File: config.mk
export PLATFORM = sky130hd
export DESIGN_NAME = cycle_reporter
export DESIGN_NICKNAME = d
export VERILOG_FILES = /design/src/rtl/cycle_reporter.sv
export SDC_FILE = /design/constraint.sdc
export NUM_CORES = 1
export LEC_CHECK = 0
export ABC_AREA = 1
export BUFFER_PORTS_ARGS = -buffer_cell sky130_fd_sc_hd__buf_2
export CAP_MARGIN = 20
export CORE_UTILIZATION = 64
export DETAILED_ROUTE_END_ITERATION = 6
export HOLD_SLACK_MARGIN = 0.1
export PLACE_DENSITY = 0.92
export SLEW_MARGIN = 20
export SYNTH_ARGS = -nofsm -noshare
export SYNTH_HDL_FRONTEND = slang
export SYNTH_SLANG_ARGS = --single-unit
File: constraint.sdc
create_clock -name clk -period 6.32 [get_ports clk]
set_clock_uncertainty 0.05 [all_clocks]
set_input_delay 1.896 -clock clk [delete_from_list [all_inputs] [get_ports clk]]
set_output_delay 1.896 -clock clk [all_outputs]
set_load 0.02 [all_outputs]
File: src/rtl/cycle_reporter.sv
// rtl/cycle_reporter.sv - buffers negative-weight cycle vertex sequences for HPS readout over Avalon-MM
module cycle_reporter #(
  parameter int DEPTH     = 16,
  parameter int PRED_BITS = 8,
  parameter int DATA_BITS = 32
) (
  input  logic                 clk,
  input  logic                 reset_n,
  input  logic                 cyc_valid,
  input  logic [PRED_BITS-1:0] cyc_vertex,
  input  logic                 cyc_last,
  input  logic                 chipselect,
  input  logic                 read,
  input  logic                 write,
  input  logic [2:0]           address,
  input  logic [DATA_BITS-1:0] writedata,
  output logic [DATA_BITS-1:0] readdata,
  output logic                 irq
);

  localparam int AW = $clog2(DEPTH);
  localparam int PW = AW + 1;

  localparam logic [1:0] IDLE = 2'd0;
  localparam logic [1:0] FILL = 2'd1;
  localparam logic [1:0] DROP = 2'd2;

  logic [PRED_BITS:0]   mem [DEPTH];
  logic [PW-1:0]        wr_ptr, commit_ptr, rd_ptr, cycles;
  logic [1:0]           state;
  logic                 overflow;

  logic [PW-1:0]        used, avail;
  logic                 full, rd_req, pop_fire, pop_last, clear, accept, commit;
  logic [PRED_BITS:0]   pop_entry;
  logic [DATA_BITS-1:0] rd_val;
  logic                 unused_writedata;

  assign used      = wr_ptr - rd_ptr;
  assign avail     = commit_ptr - rd_ptr;
  assign full      = (used == PW'(DEPTH));
  assign pop_entry = mem[rd_ptr[AW-1:0]];

  assign rd_req   = chipselect && read;
  assign pop_fire = rd_req && (address == 3'd1) && (avail != '0);
  assign pop_last = pop_fire && pop_entry[PRED_BITS];
  assign clear    = chipselect && write && (address == 3'd3) && writedata[0];
  assign accept   = cyc_valid && !clear && (state != DROP) && !full;
  assign commit   = accept && cyc_last;

  assign unused_writedata = ^writedata[DATA_BITS-1:1];

  always_comb begin
    rd_val = '0;
    case (address)
      3'd0: begin
        rd_val[0]          = (avail == '0);
        rd_val[1]          = overflow;
        rd_val[3:2]        = state;
        rd_val[4 +: PW]    = avail;
        rd_val[4+PW +: PW] = cycles;
      end
      3'd1: if (avail != '0) rd_val[PRED_BITS+1:0] = {1'b1, pop_entry};
      3'd2: rd_val[PW-1:0] = cycles;
      default: rd_val = '0;
    endcase
  end

  // Storage carries no reset; contents are only visible through committed pointers.
  always_ff @(posedge clk) begin
    if (accept) mem[wr_ptr[AW-1:0]] <= {cyc_last, cyc_vertex};
  end

  always_ff @(posedge clk or negedge reset_n) begin
    if (!reset_n) begin
      wr_ptr     <= '0;
      commit_ptr <= '0;
      rd_ptr     <= '0;
      cycles     <= '0;
      state      <= IDLE;
      overflow   <= 1'b0;
      readdata   <= '0;
      irq        <= 1'b0;
    end else begin
      if (rd_req) readdata <= rd_val;
      irq <= (cycles != '0);
      if (clear) begin
        wr_ptr     <= '0;
        commit_ptr <= '0;
        rd_ptr     <= '0;
        cycles     <= '0;
        overflow   <= 1'b0;
        // The producer is mid-cycle: swallow its tail so no fragment is stored.
        state      <= ((state == FILL) || (cyc_valid && !cyc_last)) ? DROP : IDLE;
      end else begin
        if (pop_fire) rd_ptr <= rd_ptr + 1'b1;
        cycles <= cycles + PW'(commit) - PW'(pop_last);
        if (cyc_valid) begin
          if (state == DROP) begin
            if (cyc_last) state <= IDLE;
          end else if (!full) begin
            wr_ptr <= wr_ptr + 1'b1;
            if (cyc_last) begin
              commit_ptr <= wr_ptr + 1'b1;
              state      <= IDLE;
            end else begin
              state      <= FILL;
            end
          end else begin
            wr_ptr   <= commit_ptr;
            overflow <= 1'b1;
            state    <= cyc_last ? IDLE : DROP;
          end
        end
      end
    end
  end

endmodule

* Yosys cells after proc, flatten, opt, wreduce, memory -nomap -nowiden *
Memories as Yosys holds them, arrays and structs flattened.
Index checks and enable logic that the tools add are counted.

word-level totals
  register bits = 38
  RAM bits = 144
  bits of input ports = 50
  memories kept = 1

cells by class
  add/subtract/negate cells = 6
  equal/unequal tests = 10
  multiplexer cells = 30
  reductions and logical operators = 28

memories
  memory  depth  bits a word  read ports  clocked after memory_dff  write ports  RTL line  text
  mem     16     9            1           0                         1            28        logic [PRED_BITS:0] mem [DEPTH];

operators by type and width
  cell                   number
  $mux W5                12
  $pmux W5 S3            1
  $mux W2                7
  $logic_and A1 B1 Y1    12
  $add A5 B1 Y5 const B  2
  $mux W10               1
  $pmux W5 S2            1
  $reduce_bool A5 Y1     2
  $sub A5 B5 Y5          2
  $reduce_bool A2 Y1     4
  $mux W1                7
  $eq A3 B2 Y1 const B   2
  $add A5 B1 Y5          1
  $eq A5 B5 Y1 const B   1
  $logic_not A5 Y1       1
  $sub A5 B1 Y5          1
  $mux W4                1
  $ne A2 B2 Y1 const B   2
  $reduce_and A2 Y1      2
  $reduce_and A4 Y1      1
  $eq A3 B1 Y1 const B   1
  $logic_not A1 Y1       3
  $logic_not A3 Y1       1
  $ne A3 B3 Y1 const B   1
  5 further kinds        5

* Logic depth before layout (Yosys ltp) *
Gate-level depths: netlist of run 1.

  depth in word-level cells = 11
  depth in mapped cells = 21
  gate-level depth less buffers = 21

* Least setup slack after synthesis of run 1 *
OpenSTA, ideal clock, no wires.

  path type = in2reg
  start point = input port address[0]
  end point = register cycles[4]
  setup time = 0.072 ns
  arrival time = 4.088 ns
  setup slack = 2.110 ns
  cell stages on the path = 15
  path buffers = 2
  cells stage by stage = nand2_1 > nor3_2 > nand2_2 > clkbuf_1 > buf_2 > nand4_1 > ha_1 > inv_1 > ha_1 > inv_1 > fa_1 > nor3_1 > a211oi_1 > xor2_1 > nor2_1

between the ends
  longest elaborated chain between the ends = 11
  elaborated cells between the ends (all ways) = 15

ends and longest elaborated chain
  element                           RTL line  text
  start: declaration                15        input logic [2:0] address,
  $eq A3 B2 Y1                      47        assign clear = chipselect && write && (address == 3'd3) && writedata[0];
  $logic_and A1 B1 Y1 (2 in a row)  47
  $logic_not A1 Y1                  48        assign accept = cyc_valid && !clear && (state != DROP) && !full;
  $logic_and A1 B1 Y1 (3 in a row)  48
  $logic_and A1 B1 Y1               49        assign commit = accept && cyc_last;
  $add A5 B1 Y5                     97        cycles <= cycles + PW'(commit) - PW'(pop_last);
  $sub A5 B1 Y5                     97
  $mux W5 *                         87        if (clear) begin
  end signal: assignment            97
  end: declaration                  29        logic [PW-1:0] wr_ptr, commit_ptr, rd_ptr, cycles;

Mark *: on every way between the ends. The rest lies on a longest branch, timed or not.
A chain may end at the register's enable or synchronous reset.

* Worst setup path in the final report of run 1 *
  start point = register rd_ptr[2]
  end point = register cycles[4]

between the ends
  longest elaborated chain between the ends = 8
  elaborated cells between the ends (all ways) = 13

ends and longest elaborated chain
  element                   RTL line  text
  start: declaration        29
  start signal: assignment  96        if (pop_fire) rd_ptr <= rd_ptr + 1'b1;
  $sub A5 B5 Y5             39        assign used = wr_ptr - rd_ptr;
  $eq A5 B5 Y1              41        assign full = (used == PW'(DEPTH));
  $logic_not A1 Y1          -
  $logic_and A1 B1 Y1       48
  $logic_and A1 B1 Y1       49
  $add A5 B1 Y5             97
  $sub A5 B1 Y5 *           97
  $mux W5 *                 87

Marks and branches as above.

==> results of run 1 <==
## worst max-delay path, stage by stage, from the launching register on
cell and delay, ns:
dfrtp_1 0.87, inv_1 0.27, ha_1 0.43, a21oi_1 0.18, nand3_1 0.13, nand3_1 0.11
nor2_2 0.06, nor2_4 0.30, nand2_1 0.12, nor2_1 0.11, ha_1 0.24, inv_1 0.06
ha_1 0.15, inv_1 0.06, fa_1 0.42, nor3_1 0.21, a211oi_1 0.08, xor2_1 0.14
nor2_1 0.10
## cells in the final DEF (no fill, tap or decap), drive strengths merged
master / instances
xor2: 5
ha: 19
fa: 2
a211oi: 1
o22a: 1
nor2: 51
clkbuf: 17
inv: 63
a21o: 1
o22ai: 6
nand3b: 2
o211ai: 1
nor3: 19
nand3: 102
o21ai: 8
edfxtp: 144
clkinv: 8
buf: 49
a21oi: 15
conb: 18
nand2: 335
dfrtp: 38
bufinv: 3
clkinvlp: 2
xnor2: 4
nand4: 12
or2: 2
## cell families after synthesis
group | count (synthesis) | synth area share
AOI/OAI and AO/OA | 33 | 0.0214
xor gates and xnor gates | 9 | 0.00917
adders and majority gates | 21 | 0.0323
buffers and inverters | 110 | 0.0604
DFF | 182 | 0.614
other | 1 | 0.000436
and+or+nand+nor | 523 | 0.262
## flip-flops by register name (all words and copies together), names as in the netlist, 2 cells and up
signal / cells
cycles: 5
commit_ptr: 5
mem: 144
readdata: 14
wr_ptr: 5
rd_ptr: 5
state: 2
## metrics by stage
stage,setup slack (ns),power (uW),hold WS (ns),area (um^2),utilization
2_1_floorplan,2.11,2670,0.392,8660,-
3_3_place_gp,1.93,2970,0.406,8870,0.689
3_5_place_dp,1.91,3040,0.413,8870,0.689
4_1_cts,2.23,4170,0.437,9490,0.737
5_1_grt,1.83,4440,0.463,9490,0.737
6_report,2.15,4210,0.435,9490,0.737
## layer usage
metal	GRT usage	vias up	wire length [um]
li1	-	2964	-
met4	0.137	0	681
met5	0	-	0
met1	0.388	3020	7120
met2	0.487	472	9850
met3	0.0712	75	2240
## worst min-delay path by stage
stage	start	endpoint	slack, ns	depth (start not counted)
6_report	readdata[3]	readdata[3]	0.43	2
5_1_grt	readdata[4]	readdata[4]	0.46	2
4_1_cts	readdata[3]	readdata[3]	0.44	2
3_5_place_dp	readdata[3]	readdata[3]	0.41	2
3_3_place_gp	commit_ptr[0]	commit_ptr[0]	0.41	2
2_1_floorplan	commit_ptr[0]	commit_ptr[0]	0.39	2
## cell type report
type,instances,share of cell area
clock buffers,17,0.0448
clock inverters,15,0.0204
inverters,61,0.0245
multi-input cells,604,0.302
flip-flops and latches,182,0.556
well taps,172,0.0227
repair buffers,49,0.0301
## power by group through the flow
stage	Sequential [uW]	Clock [uW]	Combinational (uW)
finish	1590	1100	1520
global route	1610	1150	1680
CTS	1590	1100	1490
detailed placement	1610	0	1430
global placement	1600	0	1370
floorplan	1590	0	1090
==> flow_metrics.py, run 1 <==
metrics = {
    "synth": {
        "synth_warnings": 0,
        "ys_types": 41,
        "ys_ff_latch": 182,
        "synth.cell_area_um2": 8590,
        "synthCells": 879,
        "ys.flop_type": "edfxtp_1",
        "yosysSeqAreaShare": 0.614,
        "synth_edf_count": 144,
        "synth_top_cell_area_share": 0.503,
        "synth_commonest_cells": "nand2_1, edfxtp_1, nand3_1",
        "syn_avg_cell_area_um2": 9.78,
        "synth.area.top_cells": "edfxtp_1, nand2_1, dfrtp_1",
        "synth_top_area_cell": "edfxtp_1",
        "yosysMostFrequentCell": "nand2_1",
        "ys_async_sr_fraction": 0.209,
    },
    "worst_setup_path": {
        "rr_worst_depth": 18,
        "reg2reg_to": "cycles[4]",
        "crit_end": "cycles[4]",
        "startpoint": "rd_ptr[2]",
        "worstPathRequired_ns": 6.63,
        "critPathKind": "flip-flop to flip-flop",
        "critPathLaunchType": "flip-flop",
        "r2r-start": "rd_ptr[2]",
        "path_max_fanout": 23,
        "reg2reg_slack_ns": 2.15,
        "crit_path_end_kind": "flip-flop",
        "worstPathArrival_ns": 4.48,
    },
    "clock_network": {
        "post_cts_buffers": 0,
        "htreeDepth": 4,
        "clkTransAtPathRegs_ns": 0.07,
        "insertion_delay_ns": 0.43,
        "cts-root-buf": "clkbuf_16",
        "post_cts_resized": 0,
        "clock_path_buffers": 2,
        "cts-hold-fix-buffers": 0,
        "cts_tree": "done",
        "numCtsBuffers": 17,
        "cts_sinks": 182,
    },
    "power_and_ir_drop": {
        "swShare": 0.393,
        "power_density_nw_per_um2": 444,
        "power.leakage_uw": 0.00411,
        "clockPowerShare": 0.262,
        "p_int_uw": 2560,
        "peakVddDrop_v": 0.000310,
        "sequentialPowerShare": 0.378,
        "switching_power_uw": 1650,
        "p_comb_frac": 0.360,
    },
    "grt": {
        "grt_pass1_vias": 6181,
        "overflow": 0,
        "grt_max_degree": 50,
        "grt_usage": 0.302,
        "antenna_found_initial": 0,
        "grt_first_pass_wirelength_um": 31400,
    },
    "floorplan": {
        "ioPinCount": 83,
        "die_area_um2": 13900,
        "start_util": 0.667,
        "rows": 41,
        "die_x_um": 118,
        "coreArea_um2": 12900,
        "dieHeight_um": 118,
    },
    "cells_and_area": {
        "antenna_cells": 0,
        "regArea_um2": 5280,
        "fill_cells": 772,
        "syn_to_final_growth_pct": 10.5,
        "design.final.nets": 986,
        "multi_input_area_um2": 2860,
        "drive_above_1_share": 0.115,
        "final_cells": 1100,
    },
    "job": {
        "cap_violations": 0,
    },
    "drt": {
        "drtAntennaViolNets": 0,
        "drt_iter0_drc": 900,
        "avgViaCountPerCell": 5.94,
        "route.detailed.drc": 0,
        "routed_wl_um": 19900,
        "vias": 6531,
        "wl_per_cell_um": 18.1,
        "first_pass_iters": 6,
    },
    "placement": {
        "place_congestion": 0.865,
        "dp.final_hpwl_um": 11500,
        "dp_cells": 1068,
        "portBuffers": 33,
    },
    "run_status": {
        "status": "completed",
    },
    "sta": {
        "drv_slew": 0,
        "hold_viol": 0,
        "tightest_slew_ns": 0.899,
        "period_share": 0.660,
        "clock.fmax_ghz": 0.240,
        "finalSetupTns_ns": 0,
        "slew_headroom": 0.398,
        "rsz0062_at_grt": "false",
        "fin_crit_ns": 4.17,
        "finalSetupViolCount": 0,
    },
    "worst_hold_path": {
        "hold_class": "flip-flop to flip-flop",
    },
}
Note: power is estimated with default switching activity, not from simulation.
==> run 2, diff against run 1 <==
Settings changed: CORE_UTILIZATION 64 to 54, PLACE_DENSITY 0.92 to 0.84.
Clock period 6.32 ns to 3.7 ns, I/O delays scaled along.
==> run 2 against run 1 <==
  * First-iteration DRC count fell by 13%
  * Flip-flop and latch count did not move
  * Cell count rose by 5.3%
  * Worst setup slack got worse by 1.9 ns
  * Wire length fell by 4.0%
  * Critical path type unchanged
  * Largest cell class unchanged
==> flow_metrics.py, run 2 (synthesis results as in run 1) <==
metrics = {
    "worst_hold_path": {
        "holdPathEnd": "readdata[11]",
        "hp-start": "readdata[11]",
        "min_delay_path_depth": 2,
        "hold_class": "flip-flop to flip-flop",
    },
    "sta": {
        "period_share": 0.938,
        "rsz0062_at_grt": "false",
        "hold_viol": 0,
        "drv_slew": 0,
        "clock.fmax_ghz": 0.288,
        "finalSetupTns_ns": 0,
        "tightest_slew_ns": 0.831,
        "fin_crit_ns": 3.47,
        "slew_headroom": 0.446,
        "finalSetupViolCount": 0,
    },
    "cells_and_area": {
        "layout_commonest_cell": "nand2_1",
        "layout_common_cells": "nand2_1, edfxtp_1, nand3_1, inv_1, nor2_1",
        "post-route-util": 0.633,
        "syn_to_final_growth_pct": 13.2,
        "largest_register_ffs": 144,
        "final_cells": 1158,
        "antenna_cells": 0,
        "finish.instance_area_um2": 9730,
        "design.final.nets": 1005,
        "drive_above_1_share": 0.131,
    },
    "worst_setup_path": {
        "rr_worst_depth": 18,
        "critPathLaunchType": "flip-flop",
        "worstPathArrival_ns": 3.79,
        "reg2reg_to": "cycles[4]",
        "reg2reg_slack_ns": 0.23,
        "worstPathRequired_ns": 4.02,
        "critPathKind": "flip-flop to flip-flop",
        "r2r-start": "rd_ptr[1]",
        "crit_path_end_kind": "flip-flop",
        "path_max_fanout": 14,
    },
    "floorplan": {
        "ioPinCount": 83,
        "start_util": 0.559,
        "rows": 45,
        "dieHeight_um": 128,
        "coreArea_um2": 15400,
        "die_x_um": 128,
        "die_area_um2": 16400,
    },
    "drt": {
        "avgViaCountPerCell": 5.44,
        "routed_wl_um": 19100,
        "drtAntennaViolNets": 0,
        "route.detailed.drc": 0,
        "drt_iter0_drc": 783,
        "vias": 6300,
        "wl_per_cell_um": 16.5,
        "first_pass_iters": 6,
    },
    "clock_network": {
        "numCtsBuffers": 17,
        "post_cts_resized": 0,
        "htreeDepth": 4,
        "cts_sinks": 182,
        "cts_tree": "done",
        "cts-root-buf": "clkbuf_16",
        "insertion_delay_ns": 0.44,
        "post_cts_buffers": 0,
        "clock_path_buffers": 2,
        "clkTransAtPathRegs_ns": 0.06,
        "cts-hold-fix-buffers": 0,
    },
    "power_and_ir_drop": {
        "peakVddDrop_v": 0.000420,
        "power.leakage_uw": 0.00423,
        "power_density_nw_per_um2": 750,
        "power.total_uw": 7300,
    },
    "job": {
        "cap_violations": 0,
    },
    "grt": {
        "antenna_found_initial": 0,
        "grt_max_degree": 65,
        "grt_usage": 0.250,
        "grt_first_pass_wirelength_um": 30400,
        "grt_pass1_vias": 5973,
        "overflow": 0,
    },
    "placement": {
        "portBuffers": 33,
        "dp.final_hpwl_um": 12200,
        "place_congestion": 0.866,
        "place_area_um2": 9080,
        "dp_cells": 1126,
    },
    "run_status": {
        "status": "completed",
    },
}
[run 2: how the worst max path moves through the flow]
stage	startpoint	endpoint	slack, ns	cells past startpoint
floorplan	address[0]	cycles[4]	0.28	15
global placement	address[1]	cycles[4]	0.27	15
detailed placement	address[1]	cycles[4]	0.20	15
CTS	rd_ptr[0]	cycles[4]	0.25	20
global route	rd_ptr[1]	cycles[4]	0.02	18
finish	rd_ptr[1]	cycles[4]	0.23	18
[run 2: report_power, final]
part,internal (uW),switching (uW)
combinational,844,1810
clock,1210,771
sequential,2510,163
total,4560,2740
[run 2: critical path, stage by stage, from the launching register on]
cell      delay, ns
dfrtp_1        0.45
inv_2          0.29
ha_1           0.33
nand2_1        0.11
nand2_1        0.08
nand2_1        0.06
nand3b_1       0.12
nor2_4         0.26
nand2_8        0.12
nand4_1        0.10
ha_1           0.23
inv_1          0.06
ha_1           0.15
inv_1          0.05
fa_1           0.41
nor3_1         0.21
a211oi_1       0.08
xor2_1         0.14
nor2_1         0.09
[run 2: routing by layer]
layer,track usage,vias up,routed length (um)
met2,0.410,303,9210
li1,-,3002,-
met1,0.320,2945,7740
met5,0,-,0
met4,0.121,0,563
met3,0.0488,50,1590
[run 2: layout make-up]
class	instances	area [um^2]
timing repair buffer	68	440
fill	1147	5640
multi-input combinational	604	2860
sequential	182	5280
clock buffer	18	429
tap	211	264
inverter	61	233
clock inverter	14	220
[run 2: metrics by stage]
step           hold slack, ns  worst slack [ns]
2_1_floorplan           0.392             0.276
3_3_place_gp            0.408             0.267
3_5_place_dp            0.416             0.201
4_1_cts                 0.430             0.254
5_1_grt                 0.452            0.0193
6_report                0.428             0.229
==> run 3, diff against run 2 <==
Settings changed: PLACE_DENSITY 0.84 to 0.77.
==> run 3 against run 2 <==
  * Sequential power about the same
  * Design area decreased by 1.5%
  * Core utilization is 0.94 points lower
  * Sequential share of layout area grew 0.81 points
  * Wire length decreased by 3.4%
  * Critical endpoint unchanged
  * Largest cell class unchanged
  * Highest routed layer unchanged
==> flow_metrics.py, run 3 (synthesis results as in run 1) <==
metrics = {
    "run_status": {
        "status": "completed",
    },
    "drt": {
        "top_layer_used": "met4",
        "met3_length_um": 1500,
        "first_pass_iters": 5,
        "routed_wl_um": 18500,
        "route.detailed.drc": 0,
        "wl_per_cell_um": 15.9,
        "avgViaCountPerCell": 5.34,
        "vias": 6178,
        "drtAntennaViolNets": 0,
        "drt_iter0_drc": 661,
        "met1_length_um": 7690,
        "routed-wl-met2_um": 8960,
    },
    "worst_hold_path": {
        "hp-start": "readdata[1]",
        "holdPathEnd": "readdata[1]",
        "hold_class": "flip-flop to flip-flop",
        "min_delay_path_depth": 2,
    },
    "placement": {
        "portBuffers": 33,
        "place_congestion": 0.839,
        "dp.final_hpwl_um": 11800,
    },
    "power_and_ir_drop": {
        "peakVddDrop_v": 0.000445,
        "swShare": 0.388,
        "p_int_uw": 4180,
        "power.leakage_uw": 0.00417,
        "clockPowerShare": 0.232,
        "power_density_nw_per_um2": 714,
        "sequentialPowerShare": 0.388,
        "p_comb_frac": 0.379,
        "switching_power_uw": 2660,
    },
    "worst_setup_path": {
        "reg2reg_slack_ns": 0.34,
        "worstPathRequired_ns": 4.01,
        "rr_worst_depth": 20,
        "path_cells": "inv_1 -> ha_1 -> fa_1 -> inv_1 -> nand3_1 -> nand3_1 -> nand2_1 -> nor2_2 -> nor2_4 -> nand2_1 -> nor2_1 -> ha_1 -> inv_1 -> ha_1 -> inv_1 -> fa_1 -> nor3_1 -> a211oi_1 -> xor2_1 -> nor2_1",
        "critPathLaunchType": "flip-flop",
        "crit_family": "adder cells",
        "cp_common_cell": "inv_1",
        "reg2reg_to": "cycles[4]",
        "cp_slowest_stage_delay_ns": 0.40,
        "crit_path_end_kind": "flip-flop",
        "critPathKind": "flip-flop to flip-flop",
        "path_max_fanout": 3,
        "worstPathArrival_ns": 3.67,
        "cp_num_buf_inv": 4,
        "r2r-start": "commit_ptr[0]",
        "crit_slowest_cell": "fa_1",
    },
    "clock_network": {
        "post_cts_buffers": 0,
        "numCtsBuffers": 17,
        "clkTransAtPathRegs_ns": 0.06,
        "cts-root-buf": "clkbuf_16",
        "cts_sinks": 182,
        "htreeDepth": 4,
        "post_cts_resized": 0,
        "insertion_delay_ns": 0.43,
        "cts-hold-fix-buffers": 0,
        "cts_tree": "done",
        "clock_path_buffers": 2,
    },
    "sta": {
        "finalSetupTns_ns": 0,
        "finalSetupViolCount": 0,
        "rsz0062_at_grt": "false",
        "drv_slew": 0,
        "period_share": 0.909,
        "slew_headroom": 0.432,
        "tightest_slew_ns": 0.852,
        "hold_viol": 0,
        "clock.fmax_ghz": 0.297,
        "fin_crit_ns": 3.36,
        "timing.hold.ws_ns": 0.423,
    },
    "grt": {
        "antenna_found_initial": 0,
        "grt_first_pass_wirelength_um": 29500,
        "grt_pass1_vias": 5729,
        "grt_usage": 0.242,
        "overflow": 0,
        "grt_max_degree": 41,
    },
    "floorplan": {
        "dieHeight_um": 128,
        "start_util": 0.559,
        "die_x_um": 128,
        "rows": 45,
        "ioPinCount": 83,
        "die_area_um2": 16400,
        "coreArea_um2": 15400,
    },
    "cells_and_area": {
        "syn_to_final_growth_pct": 11.5,
        "largest_register_ffs": 144,
        "antenna_cells": 0,
        "layout_common_cells": "nand2_1, edfxtp_1, nand3_1, inv_1, nor2_1",
        "design.final.nets": 1006,
        "layout_commonest_cell": "nand2_1",
        "drive_above_1_share": 0.131,
    },
    "job": {
        "cap_violations": 0,
    },
}
-- run 3: changes by cell type in the layout (fill, tap and decap cells not counted) --
cell	previous run	this run
clkinv_4	3	1
bufinv_16	5	0
buf_4	34	36
buf_12	1	0
clkbuf_1	1	3
clkinvlp_2	0	2
clkinvlp_4	1	0
inv_6	2	4
clkinv_1	4	2
inv_8	1	0
clkinv_2	1	5
-- run 3: layer usage --
metal,up-vias,track usage
li1,3001,-
met1,2897,0.322
met4,0,0.0879
met2,251,0.389
met5,-,0
met3,29,0.0551
-- run 3: metrics by stage --
stage	cells	worst slack, ns	utilization	area (um^2)	power (uW)
after floorplan	896	0.276	-	8660	4570
after global placement	1127	0.358	0.590	9070	5170
after detailed placement	1127	0.354	0.590	9070	5240
after CTS	1158	0.349	0.623	9580	6840
after global routing	1158	0.00417	0.623	9580	7310
final	1158	0.337	0.623	9580	6840
-- run 3: worst min-delay path: cells and delay by family (launching register included) --
family / cells / cell delay, ns
simple gates: 2 / 0.10
flops: 1 / 0.34
-- run 3: layout make-up --
| cell class | instances | area [um^2] |
|---|---|---|
| Clock buffer | 20 | 437 |
| Clock inverter | 11 | 73.8 |
| Fill cell | 1206 | 5790 |
| Inverter | 61 | 233 |
| Multi-Input combinational cell | 604 | 2860 |
| Sequential cell | 182 | 5280 |
| Tap cell | 211 | 264 |
| Timing Repair Buffer | 69 | 435 |
-- run 3: power by group through the flow --
stage	clock network, uW	logic, uW	registers (uW)
detailed placement	0	2540	2690
floorplan	0	1860	2710
global route	1690	2930	2690
finish	1590	2590	2660
global placement	0	2490	2690
CTS	1600	2580	2660
-- run 3: worst max-delay path by stage --
stage	start	to	slack [ns]	cells past startpoint
floorplan	address[0]	cycles[4]	0.28	15
global placement	address[1]	cycles[4]	0.36	15
detailed placement	address[1]	cycles[4]	0.35	15
CTS	commit_ptr[0]	cycles[4]	0.35	20
global route	commit_ptr[0]	cycles[4]	0.004	20
finish	commit_ptr[0]	cycles[4]	0.34	20
